<file path="src/rtl/ysyx_22041211_mem_arbiter.sv">
// Memory-port arbiter: shares one pmem request/response port between IFU and LSU.
// Ports: clk/rst, if_* (fetch read), ls_* (load/store), mem_* (pmem bridge), stray_rsp_o.
module ysyx_22041211_mem_arbiter #(
    parameter int ADDR_LEN      = 32,
    parameter int DATA_LEN      = 32,
    parameter int LS_STREAK_MAX = 4
) (
    input  logic                  clk,
    input  logic                  rst,
    input  logic                  if_req_i,
    input  logic [ADDR_LEN-1:0]   if_addr_i,
    output logic                  if_gnt_o,
    output logic                  if_rvalid_o,
    output logic [DATA_LEN-1:0]   if_rdata_o,
    input  logic                  ls_req_i,
    input  logic                  ls_wen_i,
    input  logic [ADDR_LEN-1:0]   ls_addr_i,
    input  logic [DATA_LEN-1:0]   ls_wdata_i,
    input  logic [DATA_LEN/8-1:0] ls_wmask_i,
    output logic                  ls_gnt_o,
    output logic                  ls_rvalid_o,
    output logic [DATA_LEN-1:0]   ls_rdata_o,
    output logic                  mem_valid_o,
    input  logic                  mem_ready_i,
    output logic [ADDR_LEN-1:0]   mem_addr_o,
    output logic                  mem_wen_o,
    output logic [DATA_LEN-1:0]   mem_wdata_o,
    output logic [DATA_LEN/8-1:0] mem_wmask_o,
    input  logic                  mem_rvalid_i,
    input  logic [DATA_LEN-1:0]   mem_rdata_i,
    output logic                  stray_rsp_o
);

    localparam int SW = $clog2(LS_STREAK_MAX + 1);
    localparam logic [SW-1:0] STREAK_SAT = SW'(LS_STREAK_MAX);

    typedef enum logic [2:0] {
        IDLE,
        REQ_IF,
        REQ_LS,
        WAIT_IF,
        WAIT_LS
    } state_t;

    state_t        state, state_nxt;
    logic [SW-1:0] streak, streak_nxt;
    logic          pick_if, pick_ls;

    // Winner selection; only meaningful in IDLE. Gated by rst so
    // nothing is granted while reset is held.
    always_comb begin
        pick_if = 1'b0;
        pick_ls = 1'b0;
        if (state == IDLE && !rst) begin
            if (if_req_i && (!ls_req_i || streak == STREAK_SAT)) begin
                pick_if = 1'b1;
            end else if (ls_req_i) begin
                pick_ls = 1'b1;
            end
        end
    end

    always_comb begin
        state_nxt   = state;
        streak_nxt  = streak;
        if_gnt_o    = pick_if;
        ls_gnt_o    = pick_ls;
        mem_valid_o = 1'b0;
        if_rvalid_o = 1'b0;
        ls_rvalid_o = 1'b0;
        stray_rsp_o = 1'b0;
        unique case (state)
            IDLE: begin
                stray_rsp_o = mem_rvalid_i && !rst;
                if (pick_if) begin
                    state_nxt  = REQ_IF;
                    streak_nxt = '0;
                end else if (pick_ls) begin
                    state_nxt = REQ_LS;
                    // Streak only grows while the IFU is actually waiting.
                    if (!if_req_i) begin
                        streak_nxt = '0;
                    end else if (streak != STREAK_SAT) begin
                        streak_nxt = streak + SW'(1);
                    end
                end
            end
            REQ_IF, REQ_LS: begin
                mem_valid_o = 1'b1;
                stray_rsp_o = mem_rvalid_i;
                if (mem_ready_i) begin
                    state_nxt = (state == REQ_IF) ? WAIT_IF : WAIT_LS;
                end
            end
            WAIT_IF: begin
                if_rvalid_o = mem_rvalid_i;
                if (mem_rvalid_i) state_nxt = IDLE;
            end
            WAIT_LS: begin
                ls_rvalid_o = mem_rvalid_i;
                if (mem_rvalid_i) state_nxt = IDLE;
            end
            default: state_nxt = IDLE;
        endcase
    end

    assign if_rdata_o = mem_rdata_i;
    assign ls_rdata_o = mem_rdata_i;

    always_ff @(posedge clk or posedge rst) begin
        if (rst) begin
            state       <= IDLE;
            streak      <= '0;
            mem_addr_o  <= '0;
            mem_wen_o   <= 1'b0;
            mem_wdata_o <= '0;
            mem_wmask_o <= '0;
        end else begin
            state  <= state_nxt;
            streak <= streak_nxt;
            if (pick_if) begin
                mem_addr_o  <= if_addr_i;
                mem_wen_o   <= 1'b0;
                mem_wdata_o <= '0;
                mem_wmask_o <= '1;
            end else if (pick_ls) begin
                mem_addr_o  <= ls_addr_i;
                mem_wen_o   <= ls_wen_i;
                mem_wdata_o <= ls_wdata_i;
                mem_wmask_o <= ls_wmask_i;
            end
        end
    end

endmodule
</file>
<file path="config.mk">
export PLATFORM = sky130hd
export DESIGN_NAME = ysyx_22041211_mem_arbiter
export DESIGN_NICKNAME = d
export VERILOG_FILES = /design/src/rtl/ysyx_22041211_mem_arbiter.sv
export SDC_FILE = /design/constraint.sdc
export NUM_CORES = 1
export LEC_CHECK = 0
export CAP_MARGIN = 10
export CORE_MARGIN = 2
export CORE_UTILIZATION = 35
export DETAILED_ROUTE_END_ITERATION = 8
export PLACE_DENSITY = 0.92
export REMOVE_ABC_BUFFERS = 1
export SETUP_SLACK_MARGIN = 0.1
export SLEW_MARGIN = 25
export SYNTH_ARGS = -nofsm -noshare
export SYNTH_HDL_FRONTEND = slang
export SYNTH_SLANG_ARGS = --single-unit
</file>
<file path="constraint.sdc">
create_clock -name clk -period 3.11 [get_ports clk]
set_input_delay 0.622 -clock clk [delete_from_list [all_inputs] [get_ports clk]]
set_output_delay 0.622 -clock clk [all_outputs]
set_load 0.01 [all_outputs]
</file>
==> results of run 1 <==
[layout make-up]
type,instances,area [sq um]
Clock inverter,1,5.00
Fill cell,952,5230
Timing Repair Buffer,193,1930
Tap cell,140,175
Inverter,7,27.5
Clock buffer,15,186
Multi-Input combinational cell,205,1270
Sequential cell,75,1880
[synthesized netlist by cell type (2+ instances only)]
cell type | number | area (sq um)
nor2_1 | 6 | 22.5
buf_2 | 6 | 30.0
o22a_1 | 4 | 35.0
clkbuf_1 | 24 | 90.1
nand3_1 | 34 | 170
buf_4 | 68 | 510
dfrtp_1 | 75 | 1880
a22o_1 | 33 | 289
ha_1 | 2 | 25.0
nand3b_1 | 2 | 15.0
nand2_1 | 7 | 26.3
o21ai_0 | 34 | 170
o22ai_1 | 2 | 12.5
a31oi_1 | 33 | 206
a21oi_1 | 34 | 170
inv_1 | 6 | 22.5
nand2b_1 | 3 | 18.8
[flip-flops by register name, indices dropped and copies added, names as in the netlist]
name and cells:
mem_wdata_o 32, mem_wmask_o 4, mem_addr_o 32, streak 3, state 3, mem_wen_o 1
[routing by layer]
metal,part of all wire (%),wire length (um)
met3,18,2360
met5,0.86,113
met2,41,5350
met4,0.93,123
met1,40,5210
[worst max-delay path: stages]
cell and delay, ns:
clkdlybuf4s50_1 0.56, a21boi_2 0.23, o211ai_2 0.11, inv_2 0.11, clkdlybuf4s50_1 0.54
[cell families after synthesis]
logic type,Yosys count,share of synthesized area [%]
simple gates,57,7.91
xor+xnor,1,0.231
fa+ha+maj,2,0.659
flops,75,49.4
mux,1,0.264
compound gates,144,24.2
buf+inv,105,17.3
[stage by stage]
stage | total power, mW | setup WS (ns) | utilization, % | std cells | cell area (sq um)
floorplan | 2.79 | 0.236 | - | 287 | 3170
global placement | 4.17 | 0.312 | 49.3 | 620 | 5280
detailed placement | 4.25 | 0.289 | 49.3 | 620 | 5280
CTS | 4.99 | 0.284 | 51.1 | 636 | 5470
global route | 5.30 | 0.215 | 51.1 | 636 | 5470
finish | 4.94 | 0.319 | 51.1 | 636 | 5470
[worst max-delay path by stage]
stage,startpoint,end,cells after the start
after CTS,rst,ls_gnt_o,5
final,ls_req_i,ls_gnt_o,5
after detailed placement,rst,ls_gnt_o,5
after global placement,ls_req_i,ls_gnt_o,5
after global routing,ls_req_i,ls_gnt_o,5
after floorplan,ls_req_i,ls_gnt_o,3
[report_power, final]
group	total (mW)	switching (mW)	internal, mW
sequential	1.79	0.322	1.46
clock	0.714	0.337	0.377
combinational	2.44	1.05	1.39
total	4.94	1.71	3.23
==> out/metrics.csv, run 1 <==
stage,metric,value,unit
outcome,status,"complete, no violations",
logic_synthesis,synthesized instance count,385,
final_layout,"commonest non-fill, non-tap cell in the layout",clkdlybuf4s50_1,
timing,final setup fails,0,
worst_setup_path,R2R Setup Slk,0.90,ns
clock_tree,clock root buffer,clkbuf_8,
drt,Post-Route WL,13.2,mm
worst_setup_path,CP endpoint kind,output port,
timing,period utilization,89.8,%
clock_tree,TritonCTS Sinks,75,
clock_tree,worst skew pair latency,0.35,ns
global_routing,GR peak layer,met2,
worst_setup_path,kind of critical path,input pin to output port,
min_path,worst hold endpoint,mem_wdata_o[25],
final_layout,Area Growth Syn to Fin,43.9,%
global_routing,first-pass GRT wire length,18.9,mm
drt,Starting DRT DRC Count,244,
placed_design,global placer's final weighted congestion,0.739,
floorplan,DIE AREA,11700,sq um
logic_synthesis,Yosys reg bits,75,
global_routing,total track usage,22.1,%
global_routing,initial antenna violation count,0,
clock_tree,Post-CTS Setup Repair Bufs,0,
timing,Worst-Margin Slew,0.635,ns
final_layout,share of cells above drive strength 1,6.65,%
worst_setup_path,cells on worst reg2reg path,5,
logic_synthesis,yosys warns,0,
drt,post-route antenna net violation count,0,
drt,vias per cell,5.37,
final_layout,most frequent cells in the layout,"clkdlybuf4s50_1 (181), dfrtp_1 (75), o21ai_0 (34), nand3_1 (34), a21oi_1 (34)",
worst_setup_path,Crit Reg-Reg Endpoint,mem_addr_o[1],
timing,max_slew headroom,57.6,%
min_path,Hold Path Cell Cnt,1,
placed_design,PortBufs,181,
drt,drt pass-1 iters,4,
pwr,VDD IR max,0.000339,V
global_routing,GR met2 Demand/Resource,30.2,%
drt,routed vias,3416,
floorplan,Starting Density,35.5,%
logic_synthesis,Post-synth EDFFs,0,
timing,final count of pins violating max slew,0,
worst_setup_path,Worst EP required,2.49,ns
clock_tree,CTS buffer count,9,
worst_setup_path,element type at the critical path start,input pin,
clock_tree,cts hold-fix bufs,0,
timing,smallest hold slack,0.505,ns
clock_tree,CTS resizes,0,
clock_tree,CTS H-tree depth,3,
logic_synthesis,syn avg cell area,9.87,sq um
global_routing,total grt overflow,0,
min_path,Hold WC Path Type,register to register,
timing,fmax,358,MHz
logic_synthesis,synth unique cells,29,
global_routing,vias in the first global route,3253,
worst_setup_path,crit-path max FO,5,
global_routing,met3 Resource Use GR,17.1,%
floorplan,Die X,108,um
floorplan,Chip Height,108,um
global_routing,largest net degree at the start of global routing,42,
floorplan,Core Region,10700,sq um
clock_tree,CTS tree,yes,
timing,crit path time final,2.79,ns
final_layout,Nets,632,
floorplan,Core Rows,38,
pwr,static leakage,2.19,nW
drt,Residual DRC,0,
logic_synthesis,Post-Syn Area,3800,sq um
timing,unrepaired setup endpoints after global routing,no,
logic_synthesis,post-synthesis sequential area ratio,49.4,%
logic_synthesis,Post-synth top flop,dfrtp_1,
min_path,HP Start,mem_wdata_o[25],
drt,drt wl/cell,20.7,um
timing,Final TNS setup,0,ns
final_layout,n_diodes,0,
logic_synthesis,asr flop ratio synth,100,%
clock_tree,CTS clock-pin slew for the worst setup and hold paths,0.07,ns
worst_setup_path,worst reg2reg path startpoint,state[2],
timing,Final Hold Viols,0,
flow_run,Max-Cap Viols,0,
pwr,pwr/cell area,903,nW/um^2
placed_design,final HPWL from detailed placement,9.71,mm
floorplan,I/O Pins,278,
global_routing,met1 Use GR,26.0,%
clock_tree,Max Root-Sink Buffers,2,
worst_setup_path,Worst EP arrival,2.17,ns
timing,Layout Skew,0.00821,ns
Power figures use the tool's default switching activity.
==> run 2: changes to the inputs <==
- CORE_AREA: not set -> 2 2 107 109
- CORE_MARGIN: 2 -> not set
- CORE_UTILIZATION: 35 -> not set
- DIE_AREA: not set -> 0 0 109 111
- DONT_BUFFER_PORTS: not set -> 1
- PLACE_DENSITY: 0.92 -> 0.59
==> run 2 against run 1 <==
Combinational power fell by 56%. Sequential share of layout area is 16 points higher. Flip-flop and latch count unchanged. Critical path depth is 2 lower. Core utilization decreased by 18 points. Largest cell class is now flip-flops and latches. Sequential power up 17%.
==> out/metrics.csv, run 2 (synthesis results as in run 1) <==
stage,metric,value,unit,change
outcome,status,"complete, no violations",,
drt,drt wl/cell,26.6,um,+28%
drt,Residual DRC,0,,unchanged
floorplan,Chip Height,111,um,+2.6%
timing,Worst-Margin Slew,0.645,ns,+0.00999 ns
final_layout,most frequent cells in the layout,"dfrtp_1 (75), o21ai_0 (34), nand3_1 (34), a21oi_1 (34)",,
worst_setup_path,CP endpoint kind,output port,,
timing,period utilization,76.2,%,-14 points
drt,vias per cell,6.07,,+13%
timing,Final TNS setup,0,ns,unchanged
flow_run,Max-Cap Viols,0,,unchanged
global_routing,total grt overflow,0,,unchanged
global_routing,total track usage,19.9,%,-2.2 points
worst_setup_path,worst reg2reg path startpoint,state[2],,
global_routing,vias in the first global route,2812,,-14%
drt,drt pass-1 iters,4,,unchanged
global_routing,largest net degree at the start of global routing,38,,-9.5%
drt,Starting DRT DRC Count,123,,-50%
worst_setup_path,R2R Setup Slk,1.03,ns,+0.13 ns
floorplan,DIE AREA,12100,sq um,+3.4%
timing,final setup fails,0,,unchanged
clock_tree,CTS tree,yes,,
pwr,Design Power,4.18,mW,-15%
placed_design,PortBufs,0,,-100%
final_layout,Area Growth Syn to Fin,-2.04,%,
timing,final count of pins violating max slew,0,,unchanged
timing,fmax,422,MHz,+18%
pwr,pwr/cell area,1120,nW/um^2,+25%
placed_design,final HPWL from detailed placement,8.76,mm,-9.8%
clock_tree,CTS buffer count,9,,unchanged
timing,Layout Skew,0.00657,ns,-0.00164 ns
clock_tree,Post-CTS Setup Repair Bufs,0,,unchanged
final_layout,n_diodes,0,,unchanged
final_layout,share of cells above drive strength 1,10.5,%,+3.9 points
final_layout,Nets,449,,-29%
timing,unrepaired setup endpoints after global routing,no,,
worst_setup_path,Worst EP required,2.49,ns,about the same
final_layout,area of the multi-input gates,1270,sq um,unchanged
worst_setup_path,Crit Reg-Reg Endpoint,mem_wdata_o[19],,
final_layout,"commonest non-fill, non-tap cell in the layout",dfrtp_1,,
drt,Post-Route WL,12.1,mm,-7.9%
worst_setup_path,cells on worst reg2reg path,5,,unchanged
floorplan,Die X,109,um,+0.76%
worst_setup_path,CP Launch Point,state[2],,
placed_design,global placer's final weighted congestion,0.781,,+5.6%
final_layout,storage element area,1880,sq um,unchanged
floorplan,I/O Pins,278,,unchanged
final_layout,Largest regs,"mem_addr_o x32, mem_wdata_o x32, mem_wmask_o x4",,
final_layout,fill cell count,1129,,+19%
clock_tree,cts hold-fix bufs,0,,unchanged
worst_setup_path,Worst EP arrival,1.75,ns,-0.42 ns
global_routing,initial antenna violation count,1,,+1
pwr,VDD IR max,0.000368,V,+8.3%
floorplan,Core Rows,39,,+2.6%
pwr,static leakage,1.51,nW,-31%
timing,crit path time final,2.37,ns,-0.422 ns
drt,routed vias,2766,,-19%
global_routing,first-pass GRT wire length,17.6,mm,-7.1%
min_path,Hold WC Path Type,input pin to async pin,,
timing,Final Hold Viols,0,,unchanged
clock_tree,CTS H-tree depth,3,,unchanged
clock_tree,clock root buffer,clkbuf_16,,
worst_setup_path,crit-path max FO,10,,+5
timing,max_slew headroom,57.0,%,-0.62 points
floorplan,Core Region,11100,sq um,+3.5%
clock_tree,TritonCTS Sinks,75,,unchanged
clock_tree,CTS clock-pin slew for the worst setup and hold paths,0.06,ns,about the same
drt,post-route antenna net violation count,0,,unchanged
worst_setup_path,element type at the critical path start,register,,
clock_tree,CTS resizes,0,,unchanged
clock_tree,Max Root-Sink Buffers,2,,unchanged
floorplan,Starting Density,34.3,%,-1.2 points
clock_tree,worst skew pair latency,0.33,ns,-0.02 ns
worst_setup_path,kind of critical path,register to output port,,
[run 2: cell types whose count changed in the layout (fill, tap and decap cells not counted), sizes merged]
cell and delta:
clkbuf -6, clkinv +3, bufinv +1, buf -2
clkinvlp +2, clkdlybuf4s50 -181
[run 2: layout make-up]
| cell class | count | area share (%) |
|---|---|---|
| Clock buffer | 9 | 6.05 |
| Tap cell | 143 | 4.81 |
| Multi-Input combinational cell | 205 | 34.1 |
| Timing Repair Buffer | 10 | 2.02 |
| Sequential cell | 75 | 50.4 |
| Inverter | 7 | 0.740 |
| Clock inverter | 7 | 1.85 |
[run 2: how the worst max path moves through the flow]
stage,endpoint,slack (ns),cells past startpoint
CTS,ls_gnt_o,0.71,3
finish,ls_gnt_o,0.74,3
floorplan,ls_gnt_o,0.24,3
detailed placement,mem_addr_o[24],0.82,4
global route,ls_gnt_o,0.61,3
global placement,mem_addr_o[21],0.86,4
[run 2: stage by stage]
stage | hold WS, ns | util (%) | worst slack [ns] | cells | instance area (sq um)
2_1_floorplan | 0.535 | - | 0.236 | 287 | 3170
3_3_place_gp | 0.545 | 30.9 | 0.865 | 440 | 3430
3_5_place_dp | 0.564 | 30.9 | 0.816 | 440 | 3430
4_1_cts | 0.244 | 33.6 | 0.710 | 456 | 3720
5_1_grt | 0.266 | 33.6 | 0.615 | 456 | 3720
6_report | 0.230 | 33.6 | 0.741 | 456 | 3720
[run 2: metal layers]
layer | vias to the layer above | part of all wire (%) | global-route usage (%)
li1 | 1172 | - | -
met1 | 1320 | 41 | 23.8
met2 | 252 | 38 | 25.4
met3 | 18 | 19 | 15.9
met4 | 4 | 1.7 | 7.35
met5 | - | 0.70 | 9.38
[run 2: where the power goes]
| group | total [mW] | switching, mW | internal [mW] | leakage [nW] |
|---|---|---|---|---|
| sequential | 2.10 | 0.630 | 1.47 | 0.906 |
| combinational | 1.07 | 0.585 | 0.481 | 0.464 |
| clock | 1.02 | 0.404 | 0.618 | 0.141 |
| total | 4.18 | 1.62 | 2.56 | 1.51 |
[run 2: critical path, cell delays in order, from the launching register on]
cell      delay, ns
dfrtp_1        0.48
nor4_4         0.41
o211ai_2       0.25
inv_2          0.27
